[src/rtl/instruction_cache_if.sv]
// Fetcher-side and memory-side valid/ready read bus of the instruction cache.
interface instruction_cache_if #(
    parameter int unsigned ADDR_WIDTH  = 12,
    parameter int unsigned INSTR_WIDTH = 32
);
    logic                   fetch_read_valid;
    logic [ADDR_WIDTH-1:0]  fetch_read_address;
    logic                   fetch_read_ready;
    logic [INSTR_WIDTH-1:0] fetch_read_data;
    logic                   mem_read_valid;
    logic [ADDR_WIDTH-1:0]  mem_read_address;
    logic                   mem_read_ready;
    logic [INSTR_WIDTH-1:0] mem_read_data;

    modport slave (
        input  fetch_read_valid, fetch_read_address, mem_read_ready, mem_read_data,
        output fetch_read_ready, fetch_read_data, mem_read_valid, mem_read_address
    );

    modport master (
        output fetch_read_valid, fetch_read_address, mem_read_ready, mem_read_data,
        input  fetch_read_ready, fetch_read_data, mem_read_valid, mem_read_address
    );
endinterface

[src/rtl/instruction_cache.sv]
// Direct-mapped read-only instruction cache, one instruction per line.
// Optional hit/miss counters enabled by defining ICACHE_STATS_EN.
module instruction_cache #(
    parameter int unsigned ADDR_WIDTH  = 12,
    parameter int unsigned INSTR_WIDTH = 32,
    parameter int unsigned NUM_LINES   = 16
) (
    input  logic                clk,
    input  logic                reset,
    input  logic                flush,
`ifdef ICACHE_STATS_EN
    output logic [31:0]         hit_count,
    output logic [31:0]         miss_count,
`endif
    instruction_cache_if.slave  bus
);
    localparam int unsigned INDEX_BITS = $clog2(NUM_LINES);
    localparam int unsigned TAG_BITS   = ADDR_WIDTH - INDEX_BITS;

    localparam logic [1:0] S_IDLE   = 2'd0;
    localparam logic [1:0] S_LOOKUP = 2'd1;
    localparam logic [1:0] S_MISS   = 2'd2;
    localparam logic [1:0] S_DONE   = 2'd3;

    logic [1:0]             r_state, w_state_nxt;
    logic [ADDR_WIDTH-1:0]  r_req_addr, w_req_addr_nxt;
    logic [NUM_LINES-1:0]   r_valid;
    logic [TAG_BITS-1:0]    r_tag  [NUM_LINES];
    logic [INSTR_WIDTH-1:0] r_data [NUM_LINES];

    logic                   r_fetch_ready, w_fetch_ready_nxt;
    logic [INSTR_WIDTH-1:0] r_fetch_data, w_fetch_data_nxt;
    logic                   r_mem_valid, w_mem_valid_nxt;
    logic [ADDR_WIDTH-1:0]  r_mem_addr, w_mem_addr_nxt;

    logic [INDEX_BITS-1:0]  w_index;
    logic [TAG_BITS-1:0]    w_tag;
    logic                   w_hit;
    logic                   w_fill;

    assign w_index = r_req_addr[INDEX_BITS-1:0];
    assign w_tag   = r_req_addr[ADDR_WIDTH-1:INDEX_BITS];
    assign w_hit   = r_valid[w_index] && (r_tag[w_index] == w_tag);

    assign bus.fetch_read_ready = r_fetch_ready;
    assign bus.fetch_read_data  = r_fetch_data;
    assign bus.mem_read_valid   = r_mem_valid;
    assign bus.mem_read_address = r_mem_addr;

    always_ff @(posedge clk) begin
        if (reset) r_state <= S_IDLE;
        else       r_state <= w_state_nxt;
    end

    // Next-state and next-output decode
    always_comb begin
        w_state_nxt       = r_state;
        w_req_addr_nxt    = r_req_addr;
        w_fetch_ready_nxt = 1'b0;
        w_fetch_data_nxt  = r_fetch_data;
        w_mem_valid_nxt   = r_mem_valid;
        w_mem_addr_nxt    = r_mem_addr;
        w_fill            = 1'b0;
        case (r_state)
            S_IDLE: begin
                if (bus.fetch_read_valid) begin
                    w_req_addr_nxt = bus.fetch_read_address;
                    w_state_nxt    = S_LOOKUP;
                end
            end
            S_LOOKUP: begin
                if (w_hit) begin
                    w_fetch_ready_nxt = 1'b1;
                    w_fetch_data_nxt  = r_data[w_index];
                    w_state_nxt       = S_DONE;
                end else begin
                    w_mem_valid_nxt = 1'b1;
                    w_mem_addr_nxt  = r_req_addr;
                    w_state_nxt     = S_MISS;
                end
            end
            S_MISS: begin
                if (bus.mem_read_ready) begin
                    w_fill            = 1'b1;
                    w_mem_valid_nxt   = 1'b0;
                    w_fetch_ready_nxt = 1'b1;
                    w_fetch_data_nxt  = bus.mem_read_data;
                    w_state_nxt       = S_DONE;
                end
            end
            S_DONE: begin
                // Wait for the fetcher to drop valid so a held request is not served twice
                if (!bus.fetch_read_valid) w_state_nxt = S_IDLE;
            end
            default: w_state_nxt = S_IDLE;
        endcase
    end

    always_ff @(posedge clk) begin
        if (reset) begin
            r_req_addr    <= '0;
            r_fetch_ready <= 1'b0;
            r_fetch_data  <= '0;
            r_mem_valid   <= 1'b0;
            r_mem_addr    <= '0;
            r_valid       <= '0;
        end else begin
            r_req_addr    <= w_req_addr_nxt;
            r_fetch_ready <= w_fetch_ready_nxt;
            r_fetch_data  <= w_fetch_data_nxt;
            r_mem_valid   <= w_mem_valid_nxt;
            r_mem_addr    <= w_mem_addr_nxt;
            // Flush overrides a fill landing on the same edge
            if (flush)       r_valid          <= '0;
            else if (w_fill) r_valid[w_index] <= 1'b1;
        end
    end

    always_ff @(posedge clk) begin
        if (w_fill && !reset) begin
            r_tag[w_index]  <= w_tag;
            r_data[w_index] <= bus.mem_read_data;
        end
    end

`ifdef ICACHE_STATS_EN
    logic w_count_hit, w_count_miss;
    assign w_count_hit  = (r_state == S_LOOKUP) &&  w_hit;
    assign w_count_miss = (r_state == S_LOOKUP) && !w_hit;

    // Saturating lookup counters; cleared only by reset
    always_ff @(posedge clk) begin
        if (reset) begin
            hit_count  <= '0;
            miss_count <= '0;
        end else begin
            if (w_count_hit  && (hit_count  != 32'hFFFF_FFFF)) hit_count  <= hit_count  + 32'd1;
            if (w_count_miss && (miss_count != 32'hFFFF_FFFF)) miss_count <= miss_count + 32'd1;
        end
    end
`endif
endmodule

[src/flat_wrapper.sv]
// flat-port wrapper written by rule: the top's interface ports become plain ports
module instruction_cache_flat 
#(
    parameter int unsigned ADDR_WIDTH  = 12,
    parameter int unsigned INSTR_WIDTH = 32,
    parameter int unsigned NUM_LINES   = 16
)
  (clk, reset, flush, bus_fetch_read_valid, bus_fetch_read_address, bus_mem_read_ready, bus_mem_read_data, bus_fetch_read_ready, bus_fetch_read_data, bus_mem_read_valid, bus_mem_read_address);
  instruction_cache_if #(.ADDR_WIDTH(ADDR_WIDTH), .INSTR_WIDTH(INSTR_WIDTH)) bus_i ();
  input  logic clk;
  input  logic reset;
  input  logic flush;
  input wire logic [$bits(bus_i.fetch_read_valid)-1:0] bus_fetch_read_valid;
  input wire logic [$bits(bus_i.fetch_read_address)-1:0] bus_fetch_read_address;
  input wire logic [$bits(bus_i.mem_read_ready)-1:0] bus_mem_read_ready;
  input wire logic [$bits(bus_i.mem_read_data)-1:0] bus_mem_read_data;
  output wire logic [$bits(bus_i.fetch_read_ready)-1:0] bus_fetch_read_ready;
  output wire logic [$bits(bus_i.fetch_read_data)-1:0] bus_fetch_read_data;
  output wire logic [$bits(bus_i.mem_read_valid)-1:0] bus_mem_read_valid;
  output wire logic [$bits(bus_i.mem_read_address)-1:0] bus_mem_read_address;
  assign bus_i.fetch_read_valid = bus_fetch_read_valid;
  assign bus_i.fetch_read_address = bus_fetch_read_address;
  assign bus_i.mem_read_ready = bus_mem_read_ready;
  assign bus_i.mem_read_data = bus_mem_read_data;
  assign bus_fetch_read_ready = bus_i.fetch_read_ready;
  assign bus_fetch_read_data = bus_i.fetch_read_data;
  assign bus_mem_read_valid = bus_i.mem_read_valid;
  assign bus_mem_read_address = bus_i.mem_read_address;
  instruction_cache #(.ADDR_WIDTH(ADDR_WIDTH), .INSTR_WIDTH(INSTR_WIDTH), .NUM_LINES(NUM_LINES)) u_core (.clk(clk), .reset(reset), .flush(flush), .bus(bus_i));
endmodule
[config.mk]
export PLATFORM = sky130hd
export DESIGN_NAME = instruction_cache_flat
export DESIGN_NICKNAME = d
export VERILOG_FILES = /design/src/rtl/instruction_cache_if.sv /design/src/rtl/instruction_cache.sv /design/src/flat_wrapper.sv
export SDC_FILE = /design/constraint.sdc
export NUM_CORES = 1
export LEC_CHECK = 0
export CAP_MARGIN = 30
export CORE_ASPECT_RATIO = 0.75
export CORE_MARGIN = 5
export CORE_UTILIZATION = 63
export CTS_BUF_LIST = sky130_fd_sc_hd__clkbuf_16
export DETAILED_ROUTE_END_ITERATION = 16
export DONT_BUFFER_PORTS = 1
export GPL_ROUTABILITY_DRIVEN = 0
export PLACE_DENSITY = 0.84
export REMOVE_ABC_BUFFERS = 1
export SYNTH_ARGS = -nofsm -noshare
export SYNTH_HDL_FRONTEND = slang
export SYNTH_SLANG_ARGS = --single-unit
[constraint.sdc]
create_clock -name clk -period 4.4 [get_ports clk]
set_input_delay 0.44 -clock clk [delete_from_list [all_inputs] [get_ports clk]]
set_output_delay 0.44 -clock clk [all_outputs]
set_load 0.01 [all_outputs]
After elaboration in Yosys (flattened, before gate mapping):

Memory sizes are Yosys's and may differ from the RTL's. A register that Yosys moved wholly into a read port is not among the register bits.
Index checks and enable logic that the tools add are counted.

* reductions and logical operators: 12
* eq/ne operators: 9
* multiplexer cells: 25
* $lt $le $gt $ge: 2
* bitwise operators: 2

Operators with widths (count)
* 2-to-1 mux 32 bit: 2
* case mux 32 bit (2 select lines): 1
* 2-to-1 mux 4 bit: 4
* OR 16 bit: 1
* 2-to-1 mux 1 bit: 10
* AND reduction 3 bit: 3
* equality test 8 bit: 1
* inequality test 2 bit, second input constant: 4
* case mux 2 bit (4 select lines): 1
* 2-to-1 mux 2 bit: 3
* < comparator 4 x 5 -> 1 bit, second input constant: 1
* binary-select mux 1 bit (select 4 bit): 1
* demux 1 bit (select 4 bit): 1
* equality test 2 bit, second input constant: 2
* >= comparator 4 x 1 -> 1 bit, second input constant: 1
* case mux 1 bit (2 select lines): 2
* AND reduction 2 bit: 2
* logical AND 1 bit: 3
* equality test 2 x 1 -> 1 bit, second input constant: 1
* zero test 2 bit: 1
* inequality test 2 x 1 -> 1 bit, second input constant: 1
* nonzero test 2 bit: 1
* OR reduction 2 bit: 1
* zero test 1 bit: 1
* inverter 1 bit: 1

* bits in registers: 76
* output and inout bits: 46
* memories: 2
* RAM bits: 640
* word-level logic and storage cells: 59

Memories
* u_core.r_data: words 16, bits a word 32, read ports 1, clocked after Yosys merged registers in 1, wr ports 1, RTL line instruction_cache.sv:29 `logic [INSTR_WIDTH-1:0] r_data [NUM_LINES];`
* u_core.r_tag: words 16, bits a word 8, read ports 1, clocked after Yosys merged registers in 1, wr ports 1, RTL line instruction_cache.sv:28 `logic [TAG_BITS-1:0] r_tag [NUM_LINES];`

Depth between registers and ports, before layout:

* word-level depth: 5
* gate-level depth with buffers: 13
* mapped depth without buffers: 8

Worst setup path after synthesis:

Ideal clock, no wire load.

* path type: register to register
* from: register u_core.r_req_addr[0]
* to: memory u_core.r_data[5][0], enable pin
* buffers on the path: 2
* period minus slack after synthesis: 3.439 ns
* library setup time: 0.437 ns
* arrival time: 3.001 ns
* cell stages (with the launch flop): 6
* path slack: 0.961 ns
* cells stage by stage: dfxtp_1 clkbuf_1 clkbuf_1 nor2b_1 nand2b_1 nor2_1

RTL lines
* from (decl): RTL line instruction_cache.sv:26 `logic [ADDR_WIDTH-1:0] r_req_addr, w_req_addr_nxt;`
* from (signal assigned): RTL line instruction_cache.sv:108 `r_req_addr <= w_req_addr_nxt;`
* to (decl): RTL line instruction_cache.sv:29

Straight into the memory's write port.

==> flow_summary.json <==
{
  "outcome": "complete, no violations",
  "yosysWarnings": 0,
  "dieArea_mm2": 0.0482,
  "synth_common_cells": "640 x edfxtp_1, 187 x mux4_2, 80 x dfxtp_1, 72 x nor2_1, 70 x a21oi_1",
  "netlist_top_cells_area": "edfxtp_1 70%, mux4_2 15%, dfxtp_1 5.8%",
  "wire_per_inst_um": 32.6,
  "netlist_instances": 1331,
  "multi_input_area_mm2": 0.00655,
  "root_buffer": "clkbuf_16",
  "start_kind": "flop",
  "clock_sinks": 720,
  "n_antenna_cell": 0,
  "vdd_ir_drop_max_mv": 0.411,
  "drt-initial-drc-count": 1818,
  "grt_start_max_net_pins": 45,
  "core_mm2": 0.0434,
  "dieHeight_um": 191,
  "drv_cap": 0,
  "fill_cells": 2385,
  "synth_compound_area_share_pct": 3.45,
  "required_ps": 4910,
  "hp-class": "primary input to flop",
  "nets": 1455,
  "final_area_mm2": 0.0309,
  "area_growth_syn_to_layout_pct": 11.8,
  "synth.area.mux_share_pct": 16.7,
  "first_global_vias": 14600,
  "rr_worst_depth": 9,
  "synth-adder-area-share_pct": 0.181,
  "finalPower_mw": 15.7,
  "clkTransAtPathRegs_ps": 60,
  "cts_buffers": 66,
  "placed_area_mm2": 0.0285,
  "netlist_area_mm2": 0.0276,
  "synth_top_area_cell": "edfxtp_1",
  "power_density_mw_per_mm2": 507,
  "vias_per_cell": 6.97,
  "hold_violations": 0,
  "antenna_found_initial": 0,
  "grt_pass1_wl_um": 97200,
  "setup_tns_ps": 0,
  "power.leakage_nw": 9.53,
  "syn_area_per_cell_um2": 20.8,
  "io_pins": 95,
  "async_reset_ff_share_pct": 0,
  "drv_slew": 0,
  "synth_edf_count": 640,
  "rr_endpoint": "u_core.bus.mem_read_valid",
  "ys_ff_latch": 720,
  "fin_crit_sh_pct": 82.2,
  "rsz0062_at_grt": "false",
  "row_count": 66,
  "start_util_pct": 63.7,
  "grt_overflow": 0,
  "setup.worst_path.end_class": "flop",
  "wl_um": 66100,
  "dr.pass1.iters": 5,
  "synth_top_flop_cell": "edfxtp_1",
  "cts_setup_buffers": 0,
  "rrSetupSlack_ps": 780,
  "yosysMostFrequentCell": "edfxtp_1",
  "cts_tree": "yes",
  "drc_errors": 0,
  "synth_top_family_by_area": "multiplexers",
  "area.sequential_mm2": 0.0208,
  "synthXorXnorAreaFrac_pct": 0.317,
  "crit_arrival_ps": 4120,
  "clk_latency_ps": 600,
  "synthSimpleGateAreaFrac_pct": 2.47,
  "hpwl_um": 33000,
  "fin_crit_ps": 3620,
  "cts_max_path_buffers": 3,
  "yosysSeqAreaShare_pct": 75.4,
  "htree_levels": 3,
  "worstSetupPathType": "flop to flop",
  "worstPathMaxFanout": 37,
  "skew_ps": 34.4,
  "maxSlewHeadroom_pct": 42.3,
  "portBuffers": 0,
  "vias": 14200,
  "antenna_left": 0,
  "tightest_slew_ps": 864,
  "fmax_mhz": 277,
  "grtUsageTotal_pct": 27.8,
  "die_w_um": 252,
  "endpoint": "u_core.bus.mem_read_valid",
  "synth_cell_types": 44,
  "yosysTopAreaCellShare_pct": 69.6,
  "drive_gt1_share_pct": 24.3,
  "setup_viol": 0
}
-- critical path, cell delays in order, from the launching register on --
cell	delay [ps]
dfxtp_4	760
mux2i_1	220
mux4_2	530
mux2i_1	220
xnor2_1	180
o2111ai_1	200
nor4b_4	450
buf_4	450
mux2_2	380
a21oi_1	130
-- layout make-up --
| type | count | area share, % |
|---|---|---|
| Sequential cell | 720 | 67.5 |
| Multi-Input combinational cell | 525 | 21.2 |
| Clock buffer | 68 | 5.51 |
| Timing Repair Buffer | 84 | 2.58 |
| Tap cell | 578 | 2.34 |
| Clock inverter | 51 | 0.855 |
| Inverter | 5 | 0.0608 |
-- timing repair --
action	CTS	global route
hold buffers	39	0
resized for setup	0	0
endpoints found under the setup margin	0	0
hold endpoints to repair	543	0
-- cells in the final DEF (no fill, tap or decap), drive strengths merged, types with 5 or more instances in the layout --
| cell | instances |
|---|---|
| dlygate4sd3 | 39 |
| nand2b | 5 |
| clkinv | 28 |
| nor2 | 72 |
| inv | 25 |
| xnor2 | 6 |
| dfxtp | 80 |
| mux4 | 187 |
| clkbuf | 69 |
| o221a | 32 |
| buf | 44 |
| and2 | 5 |
| a21oi | 70 |
| edfxtp | 640 |
| nand2 | 34 |
| nand3b | 13 |
| a31oi | 5 |
| o21ai | 16 |
| mux2i | 38 |
-- how the worst min path moves through the flow --
| stage | startpoint | end | slack [ps] | cells after the start |
|---|---|---|---|---|
| floorplan | u_core.r_valid[10] | u_core.r_valid[10] | 430 | 2 |
| global placement | u_core.r_valid[15] | u_core.r_valid[15] | 440 | 2 |
| detailed placement | u_core.r_valid[1] | u_core.r_valid[1] | 460 | 2 |
| CTS | bus_fetch_read_address[4] | u_core.r_req_addr[4] | 2 | 2 |
| global route | bus_fetch_read_address[4] | u_core.r_req_addr[4] | 4 | 2 |
| finish | bus_fetch_read_address[4] | u_core.r_req_addr[4] | 20 | 2 |
-- flip-flops by register name, indices dropped and copies added, names as in the netlist, named ones only --
name / cells
u_core.r_tag: 128
u_core.r_state: 2
u_core.r_valid: 16
u_core.bus.mem_read_address: 12
u_core.bus.fetch_read_data: 32
u_core.bus.fetch_read_ready: 1
u_core.r_req_addr: 12
u_core.bus.mem_read_valid: 1
u_core.r_data: 512
-- metal layers --
layer	up-vias	global-route usage (%)	share of wire, %	routed length, µm
li1	5641	-	-	-
met1	7354	37.0	35	23500
met2	1019	47.5	52	34300
met3	143	5.71	9.6	6380
met4	0	8.49	3.0	1970
met5	-	0	0	0
-- per-stage QoR --
stage / std cells / utilization, % / hold slack (ps) / worst slack [ps]
after floorplan: 1250 / - / 431 / -5870
after global routing: 2031 / 71.2 / 4.05 / 589
after CTS: 2030 / 71.2 / 2.29 / 765
final: 2031 / 71.2 / 16.6 / 784
after global placement: 1872 / 65.7 / 444 / 953
after detailed placement: 1872 / 65.7 / 456 / 854
-- kinds of logic (layout without fill, tap and decap cells) --
logic type	Yosys count	after routing
flip-flops	720	720
multiplexers	228	228
AND/OR/NAND/NOR	146	146
AO/OA/AOI/OAI	137	137
buffers and inverters	86	208
XOR/XNOR	10	10
adder cells (fa/ha/maj)	4	4
-- where the power goes --
group          leakage, nW  switching (mW)  internal [mW]
Sequential            6.42           0.433           7.73
Combinational         2.07            1.17           1.03
Clock                 1.04            2.44           2.87
Total                 9.53            4.04           11.6
Power figures use the tool's default switching activity.
